File: src/rtl/lcd_text_pkg.sv
// Shared encodings and constants for the LCD text feeder.
// LCD_TEXT_NEWLINE_PAD_EN adds the newline padding state.
package lcd_text_pkg;
  localparam logic [7:0]  ASCII_NL = 8'h0A;
  localparam logic [7:0]  ASCII_SP = 8'h20;
  localparam int unsigned COL_W    = 7;

  typedef enum logic [2:0] {
    ST_IDLE,
    ST_LOAD,
    ST_STROBE,
    ST_RELEASE,
    ST_GAP
`ifdef LCD_TEXT_NEWLINE_PAD_EN
    , ST_PAD
`endif
  } state_e;
endpackage

File: src/rtl/lcd_text_feeder_char_fifo.sv
// DEPTH x 8 synchronous FIFO; a push while full is accepted only alongside a pop.
module char_fifo
  import lcd_text_pkg::*;
#(
  parameter int DEPTH  = 16,
  parameter int ADDR_W = 4
) (
  input  logic            clk,
  input  logic            rst,
  input  logic            wr_en,
  input  logic [7:0]      wr_data,
  input  logic            rd_en,
  output logic [7:0]      rd_data,
  output logic            full,
  output logic [ADDR_W:0] count
);
  localparam int CNT_W = ADDR_W + 1;

  logic [7:0]        mem_q [DEPTH];
  logic [ADDR_W-1:0] wr_ptr_q, wr_ptr_d;
  logic [ADDR_W-1:0] rd_ptr_q, rd_ptr_d;
  logic [ADDR_W:0]   count_q, count_d;
  logic              push;

  assign full    = (count_q == CNT_W'(DEPTH));
  assign push    = wr_en && (!full || rd_en);
  assign rd_data = mem_q[rd_ptr_q];
  assign count   = count_q;

  always_comb begin
    wr_ptr_d = push  ? wr_ptr_q + ADDR_W'(1) : wr_ptr_q;
    rd_ptr_d = rd_en ? rd_ptr_q + ADDR_W'(1) : rd_ptr_q;
    count_d  = count_q;
    case ({push, rd_en})
      2'b10:   count_d = count_q + CNT_W'(1);
      2'b01:   count_d = count_q - CNT_W'(1);
      default: count_d = count_q;
    endcase
  end

  always_ff @(posedge clk or negedge rst) begin
    if (!rst) begin
      wr_ptr_q <= '0;
      rd_ptr_q <= '0;
      count_q  <= '0;
    end else begin
      wr_ptr_q <= wr_ptr_d;
      rd_ptr_q <= rd_ptr_d;
      count_q  <= count_d;
    end
  end

  always_ff @(posedge clk) begin
    if (push) mem_q[wr_ptr_q] <= wr_data;
  end
endmodule

File: src/rtl/lcd_text_feeder.sv
// Buffers ASCII bytes and strobes them one at a time into the HD44780 controller.
// Define LCD_TEXT_NEWLINE_PAD_EN to expand 8'h0A into spaces up to the next line start.
module lcd_text_feeder
  import lcd_text_pkg::*;
#(
  parameter int DEPTH       = 16,
  parameter int ADDR_W      = 4,
  parameter int HOLD_CYCLES = 80,
  parameter int GAP_CYCLES  = 8,
  parameter int LINE_LEN    = 40
) (
  input  logic             clk,
  input  logic             rst,
  input  logic             wr_en,
  input  logic [7:0]       wr_data,
  output logic             full,
  output logic [ADDR_W:0]  count,
  output logic             overflow,
  output logic             busy,
  output logic [COL_W-1:0] col,
  input  logic             lcd_ready,
  output logic [7:0]       lcd_data,
  output logic             lcd_ex
);
  localparam int TMR_MAX = (HOLD_CYCLES > GAP_CYCLES) ? HOLD_CYCLES : GAP_CYCLES;
  localparam int TMR_W   = $clog2(TMR_MAX) + 1;
  localparam logic [TMR_W-1:0] HOLD_LD  = TMR_W'(HOLD_CYCLES - 1);
  localparam logic [TMR_W-1:0] GAP_LD   = TMR_W'(GAP_CYCLES - 1);
  localparam logic [COL_W-1:0] COL_LAST = COL_W'(2 * LINE_LEN - 1);
`ifdef LCD_TEXT_NEWLINE_PAD_EN
  localparam logic [COL_W-1:0] COL_LINE = COL_W'(LINE_LEN);
`endif

  state_e           state_q, state_d;
  logic [TMR_W-1:0] timer_q, timer_d;
  logic [COL_W-1:0] col_q, col_d;
  logic [7:0]       data_q, data_d;
  logic             ex_q, ex_d;
  logic             ovf_q, ovf_d;
`ifdef LCD_TEXT_NEWLINE_PAD_EN
  logic             pad_q, pad_d;
`endif
  logic             pop;
  logic [7:0]       head;

  assign pop = (state_q == ST_LOAD);

  char_fifo #(.DEPTH(DEPTH), .ADDR_W(ADDR_W)) u_fifo (
    .clk    (clk),
    .rst    (rst),
    .wr_en  (wr_en),
    .wr_data(wr_data),
    .rd_en  (pop),
    .rd_data(head),
    .full   (full),
    .count  (count)
  );

  assign lcd_ex   = ex_q;
  assign lcd_data = data_q;
  assign col      = col_q;
  assign overflow = ovf_q;
  assign busy     = (state_q != ST_IDLE);

  always_comb begin
    state_d = state_q;
    timer_d = timer_q;
    col_d   = col_q;
    data_d  = data_q;
    ex_d    = ex_q;
    ovf_d   = ovf_q | (wr_en && full && !pop);
`ifdef LCD_TEXT_NEWLINE_PAD_EN
    pad_d   = pad_q;
`endif
    case (state_q)
      ST_IDLE: if (lcd_ready && count != '0) state_d = ST_LOAD;
      ST_LOAD: begin
`ifdef LCD_TEXT_NEWLINE_PAD_EN
        if (head == ASCII_NL) begin
          pad_d   = 1'b1;
          state_d = ST_PAD;
        end else
`endif
        begin
          data_d  = head;
          ex_d    = 1'b0;
          timer_d = HOLD_LD;
          state_d = ST_STROBE;
        end
      end
      ST_STROBE: begin
        if (timer_q == '0) begin
          ex_d    = 1'b1;
          state_d = ST_RELEASE;
        end else begin
          timer_d = timer_q - TMR_W'(1);
        end
      end
      ST_RELEASE: begin
        col_d   = (col_q == COL_LAST) ? '0 : col_q + COL_W'(1);
        timer_d = GAP_LD;
        state_d = ST_GAP;
      end
      ST_GAP: begin
        if (timer_q == '0) begin
`ifdef LCD_TEXT_NEWLINE_PAD_EN
          state_d = pad_q ? ST_PAD : ST_IDLE;
`else
          state_d = ST_IDLE;
`endif
        end else begin
          timer_d = timer_q - TMR_W'(1);
        end
      end
`ifdef LCD_TEXT_NEWLINE_PAD_EN
      // PAD doubles as the load cycle for each padding space.
      ST_PAD: begin
        if (col_q == '0 || col_q == COL_LINE) begin
          pad_d   = 1'b0;
          state_d = ST_IDLE;
        end else begin
          data_d  = ASCII_SP;
          ex_d    = 1'b0;
          timer_d = HOLD_LD;
          state_d = ST_STROBE;
        end
      end
`endif
      default: state_d = ST_IDLE;
    endcase
  end

  always_ff @(posedge clk or negedge rst) begin
    if (!rst) begin
      state_q <= ST_IDLE;
      timer_q <= '0;
      col_q   <= '0;
      data_q  <= ASCII_SP;
      ex_q    <= 1'b1;
      ovf_q   <= 1'b0;
`ifdef LCD_TEXT_NEWLINE_PAD_EN
      pad_q   <= 1'b0;
`endif
    end else begin
      state_q <= state_d;
      timer_q <= timer_d;
      col_q   <= col_d;
      data_q  <= data_d;
      ex_q    <= ex_d;
      ovf_q   <= ovf_d;
`ifdef LCD_TEXT_NEWLINE_PAD_EN
      pad_q   <= pad_d;
`endif
    end
  end
endmodule

File: config.mk
export PLATFORM = sky130hd
export DESIGN_NAME = lcd_text_feeder
export DESIGN_NICKNAME = d
export VERILOG_FILES = /design/src/rtl/lcd_text_pkg.sv /design/src/rtl/lcd_text_feeder_char_fifo.sv /design/src/rtl/lcd_text_feeder.sv
export SDC_FILE = /design/constraint.sdc
export NUM_CORES = 1
export LEC_CHECK = 0
export ABC_AREA = 1
export ABC_CLOCK_PERIOD_IN_PS = 2200
export BUFFER_PORTS_ARGS = -buffer_cell sky130_fd_sc_hd__buf_2
export CORE_AREA = 3 3 114 116
export CTS_CLUSTER_DIAMETER = 80
export CTS_CLUSTER_SIZE = 8
export DETAILED_ROUTE_END_ITERATION = 12
export DIE_AREA = 0 0 117 119
export PLACE_DENSITY = 0.86
export SLEW_MARGIN = 20
export SYNTH_ARGS = -nofsm -noshare
export SYNTH_HDL_FRONTEND = slang
export SYNTH_SLANG_ARGS = --single-unit
File: constraint.sdc
create_clock -name clk -period 2.2 [get_ports clk]
set_input_delay 0.11 -clock clk [delete_from_list [all_inputs] [get_ports clk]]
set_output_delay 0.11 -clock clk [all_outputs]
set_load 0.05 [all_outputs]
# [After elaboration in Yosys (flattened, before gate mapping)]
# Memories as Yosys holds them, arrays and structs flattened. A register that Yosys moved wholly into a read port is not among the register bits.
# Cells that the tools add are included.
# W data, S select, Z words.
[word_totals] register_bits=33 ramBits=128 in_bits=12 output_inout_bits=24 word_cells=59 memories=1
[memory_table] memory="u_fifo.mem_q" depth=16 width=8 read_ports=1 rd_clocked_by_memory_dff=1 write_ports=1 line_no="lcd_text_feeder_char_fifo.sv:19" text="logic [7:0] mem_q [DEPTH];"
[classes] add_sub_neg=6 eq_ne=12 mux=12 bitwise_logic=1 n_reduce_logical=19
[ops] op="$pmux W8 S3" count=1
[ops] op="$pmux W3 S5" count=1
[ops] op="$pmux W5 S2" count=1
[ops] op="$mux W3" count=3
[ops] op="$add A4 B1 Y4 const B" count=2
[ops] op="$logic_not A8 Y1" count=1
[ops] op="$mux W8" count=1
[ops] op="$ne A2 B2 Y1 const B" count=4
[ops] op="$sub A8 B1 Y8 const B" count=1
[ops] op="$add A7 B1 Y7 const B" count=1
[ops] op="$eq A7 B7 Y1 const B" count=1
[ops] op="$mux W7" count=1
[ops] op="$eq A3 B2 Y1 const B" count=2
[ops] op="$reduce_bool A3 Y1" count=2
[ops] op="$add A5 B1 Y5 const B" count=1
[ops] op="$eq A5 B5 Y1 const B" count=1
[ops] op="$reduce_bool A5 Y1" count=1
[ops] op="$sub A5 B1 Y5 const B" count=1
[ops] op="$logic_and A1 B1 Y1" count=4
[ops] op="$reduce_and A2 Y1" count=2
[ops] op="$reduce_bool A2 Y1" count=2
[ops] op="$eq A3 B1 Y1 const B" count=1
[ops] op="$eq A3 B3 Y1 const B" count=1
[ops] op="$logic_not A1 Y1" count=3
[ops] op="9 further kinds" count=11

# [Logic depth before layout (Yosys ltp)]
# Gate-level depths: netlist (run 1).
[depth] ltp_word=6 depth_mapped=15 ltp_nobuf=15

# [Hierarchy]
# Synthesis (run 1) repeated with hierarchy kept, for this count alone.
[hier_totals] cells_unflattened=827 area_unflattened_um2=7875.1
[by_module_without_submodules] module="char_fifo" n_inst=1 cells_each=640 area_per_inst_um2=6381.1 seq_area_each_um2=4169.0
[by_module_without_submodules] module="lcd_text_feeder" n_inst=1 cells_each=187 area_per_inst_um2=1493.9 seq_area_each_um2=703.2

# [Worst setup path after synthesis (run 1)]
# Ideal clock, no wire load.
[synth_timing] path_kind="register -> register" from="register u_fifo.count_q[3], in the netlist u_fifo.count[3]" to="memory u_fifo.mem_q[7][0], enable pin" setup_ns=0.273 arrival_ns=2.111 slack_ns=-0.184 path_stages_with_launch=9 synth_period_minus_slack_ns=2.384 path_cell_list="dfrtp_1 -> nor2_1 -> nand3_1 -> nor2_1 -> nand2_1 -> nand2_2 -> nor2_1 -> inv_1 -> nor2_1"
[synth_via] elab_chain_cells=6
[synth_rtl] item="start: declaration" line_no="lcd_text_feeder_char_fifo.sv:22" text="logic [ADDR_W:0] count_q, count_d;"
[synth_rtl] item="start signal: assignment" line_no="lcd_text_feeder_char_fifo.sv:49" text="count_q <= count_d;"
[synth_rtl] item="$eq A5 B5 Y1" line_no="lcd_text_feeder_char_fifo.sv:25" text="assign full = (count_q == CNT_W'(DEPTH));"
[synth_rtl] item="net full" line_no="lcd_text_feeder.sv:16" text="output logic full,"
[synth_rtl] item="$logic_not A1 Y1" line_no="lcd_text_feeder_char_fifo.sv:26" text="assign push = wr_en && (!full || rd_en);"
[synth_rtl] item="$logic_or A1 B1 Y1" line_no="lcd_text_feeder_char_fifo.sv:26"
[synth_rtl] item="$logic_and A1 B1 Y1" line_no="lcd_text_feeder_char_fifo.sv:26"
[synth_rtl] item="$mux W1" line_no="lcd_text_feeder_char_fifo.sv:54" text="if (push) mem_q[wr_ptr_q] <= wr_data;"
[synth_rtl] item="$mux W1 (not written as such)" line_no="lcd_text_feeder_char_fifo.sv:54"
[synth_rtl] item="end: declaration" line_no="lcd_text_feeder_char_fifo.sv:19"
# The timed path passes the listed nets, and every way through them passes these cells.

# [Final worst setup path (run 1)]
[layout_timing] from="register state_q[2]" to="memory u_fifo.mem_q[4][0], enable pin"
[layout_via] elab_chain_cells=5
[layout_rtl] item="start: declaration" line_no="lcd_text_feeder.sv:34" text="state_e state_q, state_d;"
[layout_rtl] item="start signal: assignment" line_no="lcd_text_feeder.sv:145" text="state_q <= state_d;"
[layout_rtl] item="$eq A3 B1 Y1" line_no="lcd_text_feeder.sv:46" text="assign pop = (state_q == ST_LOAD);"
[layout_rtl] item="$logic_or A1 B1 Y1" line_no="lcd_text_feeder_char_fifo.sv:26"
[layout_rtl] item="$logic_and A1 B1 Y1" line_no="lcd_text_feeder_char_fifo.sv:26"
[layout_rtl] item="$mux W1" line_no="lcd_text_feeder_char_fifo.sv:54"
[layout_rtl] item="$mux W1 (not written as such)" line_no="lcd_text_feeder_char_fifo.sv:54"
# Every way passes these cells.

==> results of run 1 <==
==> worst max-delay path: cells and delay by family, from the launching register on <==
kind	cells	cell delay [ps]
flip-flops	1	440
AND/OR/NAND/NOR	6	830
buffers and inverters	4	440
==> layout make-up <==
type	instances	area [um^2]
flip-flops and latches	169	4870
fillers	741	3670
multi-input cells	427	2150
clock buffers	19	433
repair buffers	63	403
well taps	147	184
inverters	45	176
clock inverters	13	123
==> state kept, by name, indices dropped and copies added, names as in the netlist <==
name	count
col	7
lcd_data	8
lcd_ex	1
overflow	1
state_q	3
timer_q	8
u_fifo.count	5
u_fifo.mem_q	128
u_fifo.rd_ptr_q	4
u_fifo.wr_ptr_q	4
==> synth_stat cells, drive strengths merged, types with 8 or more instances <==
cell       n  area [um^2]
nand4      9         56.3
a21oi     34          170
buf       14         70.1
xor2      11         96.3
inv       44          168
o21ai     12         63.8
edfxtp   128         3840
clkbuf    12         45.0
ha        10          125
o31ai      9         67.6
dfrtp     39          976
nor2      37          193
nand2    200          768
nand3     83          428
a2bb2oi    8         70.1
==> power groups by stage <==
stage | combinational, mW | sequential (mW) | clock (mW)
finish | 1.12 | 3.94 | 2.79
global route | 1.22 | 3.96 | 2.95
CTS | 1.11 | 3.94 | 2.79
detailed placement | 1.10 | 4.00 | 0
global placement | 1.04 | 3.99 | 0
floorplan | 0.537 | 4.15 | 0
==> metrics by stage <==
step | hold WS (ps) | setup TNS, ps | area, um^2 | util | instances
floorplan | -186 | -43.8 | 7310 | - | 667
finish | 43.3 | 0 | 8340 | 0.694 | 883
global placement | 308 | 0 | 7760 | 0.646 | 849
global route | 53.1 | 0 | 8340 | 0.694 | 883
detailed placement | 337 | 0 | 7760 | 0.646 | 849
CTS | 45.3 | 0 | 8340 | 0.694 | 883
==> timing repair <==
action,CTS,global route
gates resized for setup,0,0
hold buffers,2,0
endpoints found under the hold margin,40,0
setup buffers,0,0
==> how the worst max path moves through the flow <==
stage / endpoint / slack, ps / depth (start not counted)
global placement: u_fifo.mem_q[12][3] / 400 / 10
CTS: u_fifo.mem_q[4][0] / 270 / 10
floorplan: u_fifo.mem_q[11][0] / -1 / 8
detailed placement: u_fifo.mem_q[4][3] / 290 / 10
finish: u_fifo.mem_q[4][0] / 210 / 10
global route: u_fifo.mem_q[7][0] / 140 / 10
==> logic make-up after synthesis <==
logic type                 share of synthesized area
adders and majority gates                     0.0171
and+or+nand+nor                                0.204
xor gates and xnor gates                      0.0156
AOI/OAI and AO/OA                             0.0570
buffers and inverters                         0.0399
DFF                                            0.667
==> routing by layer <==
| layer | global-route usage | vias up |
|---|---|---|
| met5 | 0 | - |
| met2 | 0.432 | 402 |
| met1 | 0.355 | 2538 |
| li1 | - | 2407 |
| met3 | 0.0783 | 87 |
| met4 | 0.108 | 0 |
==> results.json, run 1 <==
{
  "design.portCount": 36,
  "dieHeight_um": 119,
  "synth.net_count": 689,
  "worst_r2r_path_depth": 10,
  "r2r-end": "u_fifo.mem_q[4][0]",
  "syn_avg_cell_area_um2": 11.0,
  "status": "finished, final reports clean",
  "hp-class": "primary input to register",
  "postSynthRegisterBits": 169,
  "top_signal_layer_used": "met4",
  "tightest_slew_ps": 1000,
  "synth-seq-area-share": 0.667,
  "synth_cell_types": 37,
  "rsz0062_at_grt": "false",
  "hold_viol_final": 0,
  "floorplan.die.width_um": 117,
  "synthesis.yosys.warnings": 0,
  "tritoncts.num_buffers": 17,
  "slowest_stage": "dfrtp_1",
  "pwr_density_nw_per_um2": 942,
  "first_pass_iters": 6,
  "htree_num_levels": 4,
  "vdd.ir_drop.worst_uv": 774,
  "global_route.overflow_total": 0,
  "antenna_violating_nets_post_route": 0,
  "hold_path_depth": 3,
  "clk_root_buffer_cell": "clkbuf_16",
  "wl_met2_mm": 8.90,
  "most-common-layout-cells": "nand2_1 (195), edfxtp_1 (128), nand3_1 (82)",
  "met1_routed_wirelength_after_detailed_routing_mm": 6.62,
  "fmax_mhz": 502,
  "worst_slack_ps": 208,
  "largest_net_degree_at_the_start_of_global_routing": 68,
  "pwr-share-comb": 0.142,
  "swShare": 0.280,
  "timing_worst_setup_path_type": "register to register",
  "worst_ep_arrival_time_ps": 2120,
  "final_layout_size_suffix_gt1_frac": 0.156,
  "critical_path_peak_fanout": 8,
  "max-cap-violations": 0,
  "totalWireLength_mm": 18.2,
  "clk_path_buf_depth": 2,
  "floorplan.core_area_um2": 12000,
  "detailedRoute.firstIterationViolations": 780,
  "syn_inst": 667,
  "met3WireLength_mm": 1.88,
  "skew_ps": 6.24,
  "start_util": 0.608,
  "timing_max_transition_violations_final": 0,
  "track_usage": 0.272,
  "grt_antenna_before_repair": 0,
  "routed_via_density": 6.15,
  "sequentialPowerShare": 0.502,
  "diodes": 0,
  "remaining_drc_errors": 0,
  "clock_insertion_delay_worst_skew_ps": 420,
  "syn_to_final_growth_pct": 14.1,
  "synthesis.area_um2": 7310,
  "timing.critical_path.from": "state_q[2]",
  "share_of_the_clock_period_used_by_the_worst_path_after_layout": 0.905,
  "power.internal_mw": 5.65,
  "total_power_mw": 7.85,
  "setup_viol": 0,
  "final_nets": 745,
  "port_buffers": 35,
  "hp-start": "wr_en",
  "hold-path-endpoint": "u_fifo.wr_ptr_q[0]",
  "cellLeakagePower_nw": 3.36,
  "routed_wire_length_per_instance_um": 20.6,
  "synth-main-ff-cell": "edfxtp_1",
  "critical_path_required_ps": 2330,
  "worst_setup_path_end_kind": "register",
  "row_count": 40,
  "path_cells": "inv_1 -> nand2_2 -> nor2_4 -> inv_2 -> nand2_1 -> nand2_2 -> inv_4 -> nand2_1 -> nor2_1 -> buf_4",
  "worst_r2r_start": "state_q[2]",
  "gp_congestion": 0.898,
  "ff2ff_setup_slack_ps": 210,
  "worst_setup_hold_path_clk_slew_ps": 60,
  "layout.cells.most_common": "nand2_1",
  "clock_power_share": 0.355,
  "die_area_um2": 13900,
  "num_clock_sinks": 169,
  "hpwlAfterDp_mm": 11.2,
  "worst_setup_path_start_kind": "register",
  "post_synthesis_async_set_or_reset_flop_share": 0.243,
  "layout_min_cycle_time_ps": 1990,
  "wire_length_of_the_first_global_routing_pass_mm": 28.2,
  "detailedPlace.worstSlack_ps": 293,
  "tritoncts": "yes",
  "netSwitchingPower_mw": 2.20,
  "relSlewSlack": 0.332,
  "max_stage_delay_ps": 440,
  "route.vias.total": 5434,
  "grt_pass1_vias": 5217,
  "synth_enable_flop_cells": 128
}
No activity file was read; power rests on OpenSTA's default activity.
==> run 2, diff against run 1 <==
--- a/config.mk
+++ b/config.mk
@@ -13,6 +13,7 @@
 export CTS_CLUSTER_SIZE = 8
 export DETAILED_ROUTE_END_ITERATION = 12
 export DIE_AREA = 0 0 117 119
+export MAX_ROUTING_LAYER = met4
 export PLACE_DENSITY = 0.86
 export SLEW_MARGIN = 20
 export SYNTH_ARGS = -nofsm -noshare
==> run 2 against run 1 <==
Clock-buffer cell count fell by 2. Setup slack improved by 96 ps. Die area did not move. Final cell count fell by 0.23%. Sequential share of layout area fell by 0.37 points. Wire length fell by 1.9%. Hold slack got worse by 11 ps. Register-to-register slack improved by 96 ps. Via count fell by 2.3%. Global-route usage rose by 0.59 points. Largest cell class unchanged. Largest power group unchanged. Highest routed layer unchanged.
==> results.json, run 2 (synthesis results as in run 1) <==
{
  "pwr_density_nw_per_um2": 969,
  "row_count": 40,
  "routed_via_density": 6.03,
  "routed_wire_length_per_instance_um": 20.2,
  "gp_congestion": 0.887,
  "slowest_stage": "dfrtp_1",
  "max_stage_delay_ps": 430,
  "swShare": 0.286,
  "syn_to_final_growth_pct": 14.8,
  "dieHeight_um": 119,
  "layout_min_cycle_time_ps": 1900,
  "total_power_mw": 8.13,
  "pwr-share-comb": 0.139,
  "htree_num_levels": 4,
  "largest_net_degree_at_the_start_of_global_routing": 67,
  "grt_antenna_before_repair": 0,
  "top_register": "u_fifo.mem_q",
  "skew_ps": 9.17,
  "antenna_violating_nets_post_route": 0,
  "totalWireLength_mm": 17.8,
  "final-seq-area_um2": 4870,
  "cts.repair_timing.setup_buffer_count": 0,
  "remaining_drc_errors": 0,
  "clock_insertion_delay_worst_skew_ps": 440,
  "port_buffers": 35,
  "clock_power_share": 0.376,
  "netSwitchingPower_mw": 2.32,
  "route.vias.total": 5309,
  "final_layout_size_suffix_gt1_frac": 0.158,
  "setup_viol": 0,
  "die_area_um2": 13900,
  "timing_worst_setup_path_type": "register to register",
  "critical-path-top-delay-family": "simple AND/OR/NAND/NOR gates",
  "status": "finished, final reports clean",
  "sequentialPowerShare": 0.485,
  "relSlewSlack": 0.364,
  "worst_setup_hold_path_clk_slew_ps": 60,
  "final_nets": 743,
  "global_route.overflow_total": 0,
  "layout.cells.most_common": "nand2_1",
  "dpl_cell_area_um2": 7760,
  "tritoncts": "yes",
  "timing_max_transition_violations_final": 0,
  "largest_register_ffs": 128,
  "max-cap-violations": 0,
  "tritoncts.num_buffers": 17,
  "detailedRoute.firstIterationViolations": 542,
  "share_of_the_clock_period_used_by_the_worst_path_after_layout": 0.862,
  "clk_root_buffer_cell": "clkbuf_16",
  "clk_path_buf_depth": 2,
  "most-common-layout-cells": "nand2_1 (195), edfxtp_1 (128), nand3_1 (82)",
  "rsz0062_at_grt": "false",
  "floorplan.die.width_um": 117,
  "wire_length_of_the_first_global_routing_pass_mm": 28.0,
  "worst_setup_path_end_kind": "register",
  "setup_tns_ps": 0,
  "worst_setup_path_start_kind": "register",
  "start_util": 0.608,
  "design.portCount": 36,
  "num_clock_sinks": 169,
  "power.internal_mw": 5.81,
  "critical_path_peak_fanout": 8,
  "cellLeakagePower_nw": 3.40,
  "hold_viol_final": 0,
  "grt_pass1_vias": 5281,
  "fmax_mhz": 528,
  "worst_ep_arrival_time_ps": 2040,
  "tightest_slew_ps": 954,
  "layout.cell_area.non_filler_um2": 8390,
  "path_cells": "inv_1 -> nand2_2 -> nor2_4 -> inv_2 -> nand2_1 -> nand2_2 -> inv_4 -> nand2_1 -> nor2_1 -> buf_4",
  "vdd.ir_drop.worst_uv": 637,
  "worstPathBufferInverterCount": 4,
  "critical_path_required_ps": 2340,
  "floorplan.core_area_um2": 12000,
  "first_pass_iters": 5,
  "number_of_fill_cells": 782,
  "multi_input_comb_area_um2": 2150,
  "hp-class": "primary input to register",
  "hpwlAfterDp_mm": 11.1,
  "track_usage": 0.278,
  "diodes": 0
}
run 2: metal layers:
layer,up-vias,track usage,part of all wire
li1,2411,-,-
met1,2526,0.345,0.37
met2,294,0.441,0.51
met3,78,0.0600,0.080
met4,0,0.122,0.041
met5,-,-,0
run 2: final cells by class:
cell class / count / share of cell area
flip-flops and latches: 169 / 0.581
multi-input cells: 427 / 0.256
clock buffers: 17 / 0.0507
repair buffers: 61 / 0.0477
clock inverters: 15 / 0.0221
well taps: 147 / 0.0219
inverters: 45 / 0.0210
run 2: metrics by stage:
stage                     setup WS (ps)  utilization  std cells  hold slack, ps
after global routing                136        0.699        881            46.4
after floorplan                   -1.37            -        667            -186
after detailed placement            339        0.646        847             306
after global placement              400        0.646        847             290
final                               304        0.699        881            32.8
after CTS                           323        0.699        881            24.6
run 2: power groups by stage:
stage / Clock, mW / Sequential (mW) / Combinational [mW]
2_1_floorplan: 0 / 4.15 / 0.537
5_1_grt: 3.21 / 3.96 / 1.23
4_1_cts: 3.07 / 3.94 / 1.12
6_report: 3.06 / 3.94 / 1.13
3_5_place_dp: 0 / 4.00 / 1.10
3_3_place_gp: 0 / 3.98 / 1.06
run 2: path summary, 6_finish.rpt:
check / start / to / slack, ps / cells past startpoint
max in group asynchronous: rst / u_fifo.rd_ptr_q[0] / 1200 / 2
min: wr_en / u_fifo.wr_ptr_q[0] / 30 / 3
min reg2reg: overflow / overflow / 490 / 1
min in group asynchronous: rst / col[2] / 360 / 2
max reg2reg: state_q[2] / u_fifo.mem_q[4][7] / 300 / 10
max: state_q[2] / u_fifo.mem_q[4][7] / 300 / 10
run 2: worst register-to-register path: stages, from the launching register on:
cell     delay (ps)
dfrtp_1         430
inv_1            90
nand2_2         110
nor2_4          110
inv_2            50
nand2_1         100
nand2_2         100
inv_4           100
nand2_1         170
nor2_1          170
buf_4           190
run 2: what timing repair did:
| item | CTS | global route |
|---|---|---|
| hold buffers | 2 | 0 |
| gates resized for setup | 0 | 0 |
| hold endpoints to repair | 40 | 0 |
==> run 3, diff against run 2 <==
--- a/config.mk
+++ b/config.mk
@@ -7,14 +7,15 @@
 export LEC_CHECK = 0
 export ABC_AREA = 1
 export ABC_CLOCK_PERIOD_IN_PS = 2200
-export BUFFER_PORTS_ARGS = -buffer_cell sky130_fd_sc_hd__buf_2
-export CORE_AREA = 3 3 114 116
+export CORE_AREA = 3 3 112 114
 export CTS_CLUSTER_DIAMETER = 80
 export CTS_CLUSTER_SIZE = 8
 export DETAILED_ROUTE_END_ITERATION = 12
-export DIE_AREA = 0 0 117 119
+export DIE_AREA = 0 0 115 117
+export DONT_BUFFER_PORTS = 1
 export MAX_ROUTING_LAYER = met4
 export PLACE_DENSITY = 0.86
+export SETUP_SLACK_MARGIN = 0.4
 export SLEW_MARGIN = 20
 export SYNTH_ARGS = -nofsm -noshare
 export SYNTH_HDL_FRONTEND = slang
==> run 3 against run 2 <==
Sequential share of layout area decreased by 1.4 points. Hold slack improved by 170 ps. Wire length increased by 3.0%. Largest cell class unchanged. Register-to-register slack improved by 100 ps. Clock-buffer cell count unchanged. Utilization increased by 4.9 points. Clock skew decreased by 2.4 ps. Largest power group unchanged. First-iteration DRC count increased by 54%. Highest routed layer unchanged. Die area decreased by 3.4%.
==> results.json, run 3 (synthesis results as in run 1) <==
{
  "rsz0062_at_grt": "true",
  "clock_insertion_delay_worst_skew_ps": 430,
  "hp-class": "primary input to async pin",
  "clk_path_buf_depth": 2,
  "routed_via_density": 6.26,
  "tritoncts.num_buffers": 17,
  "grt_antenna_before_repair": 0,
  "vdd.ir_drop.worst_uv": 721,
  "largest_net_degree_at_the_start_of_global_routing": 65,
  "setup_tns_ps": 0,
  "worst_setup_hold_path_clk_slew_ps": 70,
  "routed_wire_length_per_instance_um": 21.4,
  "status": "finished, final reports clean",
  "worst_slack_ps": 405,
  "route.vias.total": 5377,
  "antenna_violating_nets_post_route": 0,
  "fmax_mhz": 557,
  "worst_r2r_path_depth": 11,
  "worst_setup_path_start_kind": "register",
  "multi_input_comb_area_um2": 2340,
  "dieHeight_um": 117,
  "final_layout_size_suffix_gt1_frac": 0.170,
  "htree_num_levels": 4,
  "hpwlAfterDp_mm": 10.7,
  "global_route.overflow_total": 0,
  "design.portCount": 36,
  "critical_path_required_ps": 2510,
  "layout_min_cycle_time_ps": 1800,
  "detailedPlace.worstSlack_ps": 317,
  "top_register": "u_fifo.mem_q",
  "max-cap-violations": 0,
  "num_clock_sinks": 169,
  "wire_length_of_the_first_global_routing_pass_mm": 27.0,
  "remaining_drc_errors": 0,
  "floorplan.core_area_um2": 11500,
  "worst_ep_arrival_time_ps": 2110,
  "setup_viol": 0,
  "port_buffers": 0,
  "start_util": 0.635,
  "most-common-layout-cells": "nand2_1 (190), edfxtp_1 (128), nand3_1 (80)",
  "first_pass_iters": 6,
  "total_power_mw": 8.45,
  "gp_congestion": 0.940,
  "totalWireLength_mm": 18.3,
  "share_of_the_clock_period_used_by_the_worst_path_after_layout": 0.816,
  "worst_r2r_start": "state_q[2]",
  "tritoncts": "yes",
  "syn_to_final_growth_pct": 17.8,
  "grt_pass1_vias": 5131,
  "final_nets": 725,
  "worst_setup_path_end_kind": "register",
  "hold_viol_final": 0,
  "detailedRoute.firstIterationViolations": 832,
  "r2r-end": "u_fifo.count[3]",
  "cellLeakagePower_nw": 3.33,
  "timing_max_transition_violations_final": 0,
  "relSlewSlack": 0.406,
  "ff2ff_setup_slack_ps": 400,
  "layout.cell_area.non_filler_um2": 8610,
  "layout.cells.most_common": "nand2_1",
  "critical_path_peak_fanout": 14,
  "floorplan.die.width_um": 115,
  "die_area_um2": 13500,
  "pwr_density_nw_per_um2": 982,
  "final-seq-area_um2": 4880,
  "largest_register_ffs": 128,
  "dpl_cell_area_um2": 7630,
  "row_count": 39,
  "skew_ps": 6.73,
  "timing_worst_setup_path_type": "register to register",
  "track_usage": 0.280,
  "number_of_fill_cells": 622,
  "final_util": 0.747,
  "diodes": 0,
  "clk_root_buffer_cell": "clkbuf_16",
  "tightest_slew_ps": 889
}
run 3: cell types whose count changed in the layout (fill, tap and decap cells not counted), sizes merged:
cell | previous run | this run
inv | 52 | 47
dlygate4sd3 | 2 | 12
buf | 59 | 31
bufinv | 2 | 4
clkinv | 6 | 5
clkinvlp | 0 | 4
run 3: critical path, cell delays in order, from the launching register on:
cell and delay (ps):
dfrtp_2 450, inv_2 90, nand2_4 80, nor2_4 100, buf_4 250, nand3_2 180, nand2_1 150, nor2_1 60
nand2_1 90, nand3_1 80, nand3_1 100, nand2_1 50
run 3: where the power goes:
| group | internal (mW) | leakage [nW] | total, mW | switching (mW) |
|---|---|---|---|---|
| registers | 3.79 | 1.64 | 3.96 | 0.171 |
| clock network | 1.90 | 0.291 | 3.11 | 1.21 |
| logic | 0.359 | 1.39 | 1.38 | 1.02 |
| total | 6.05 | 3.33 | 8.45 | 2.40 |
run 3: worst max-delay path by stage:
stage / cells past startpoint / to / from / slack (ps)
4_1_cts: 9 / u_fifo.mem_q[1][4] / state_q[2] / 310
6_report: 11 / u_fifo.count[3] / state_q[2] / 400
3_5_place_dp: 9 / u_fifo.mem_q[14][0] / state_q[2] / 320
3_3_place_gp: 9 / u_fifo.mem_q[4][1] / state_q[2] / 380
5_1_grt: 11 / u_fifo.count[3] / state_q[2] / 280
2_1_floorplan: 8 / u_fifo.mem_q[4][0] / u_fifo.count[2] / 360
run 3: per-stage QoR:
stage / cells / hold WS (ps)
5_1_grt: 859 / 210
2_1_floorplan: 667 / -186
3_5_place_dp: 803 / -184
3_3_place_gp: 803 / -184
4_1_cts: 849 / -133
6_report: 859 / 202
run 3: metal layers:
metal  share of wire  track usage  up-vias
met5               0            -        -
met4           0.040        0.124        0
met3           0.096       0.0638       81
met2            0.51        0.448      359
met1            0.36        0.346     2565
li1                -            -     2372
run 3: layout make-up:
| type | instances | share of cell area |
|---|---|---|
| Clock buffer | 17 | 0.0494 |
| Clock inverter | 15 | 0.0230 |
| Inverter | 45 | 0.0217 |
| Multi-Input combinational cell | 427 | 0.272 |
| Sequential cell | 169 | 0.567 |
| Tap cell | 143 | 0.0208 |
| Timing Repair Buffer | 43 | 0.0462 |
run 3: what timing repair did:
item	4_1_cts	5_1_grt
setup endpoints to repair	97	128
hold buffers	12	1
setup buffers	2	9
pin swaps	1	9
gates resized for setup	3	26
endpoints found under the hold margin	174	1
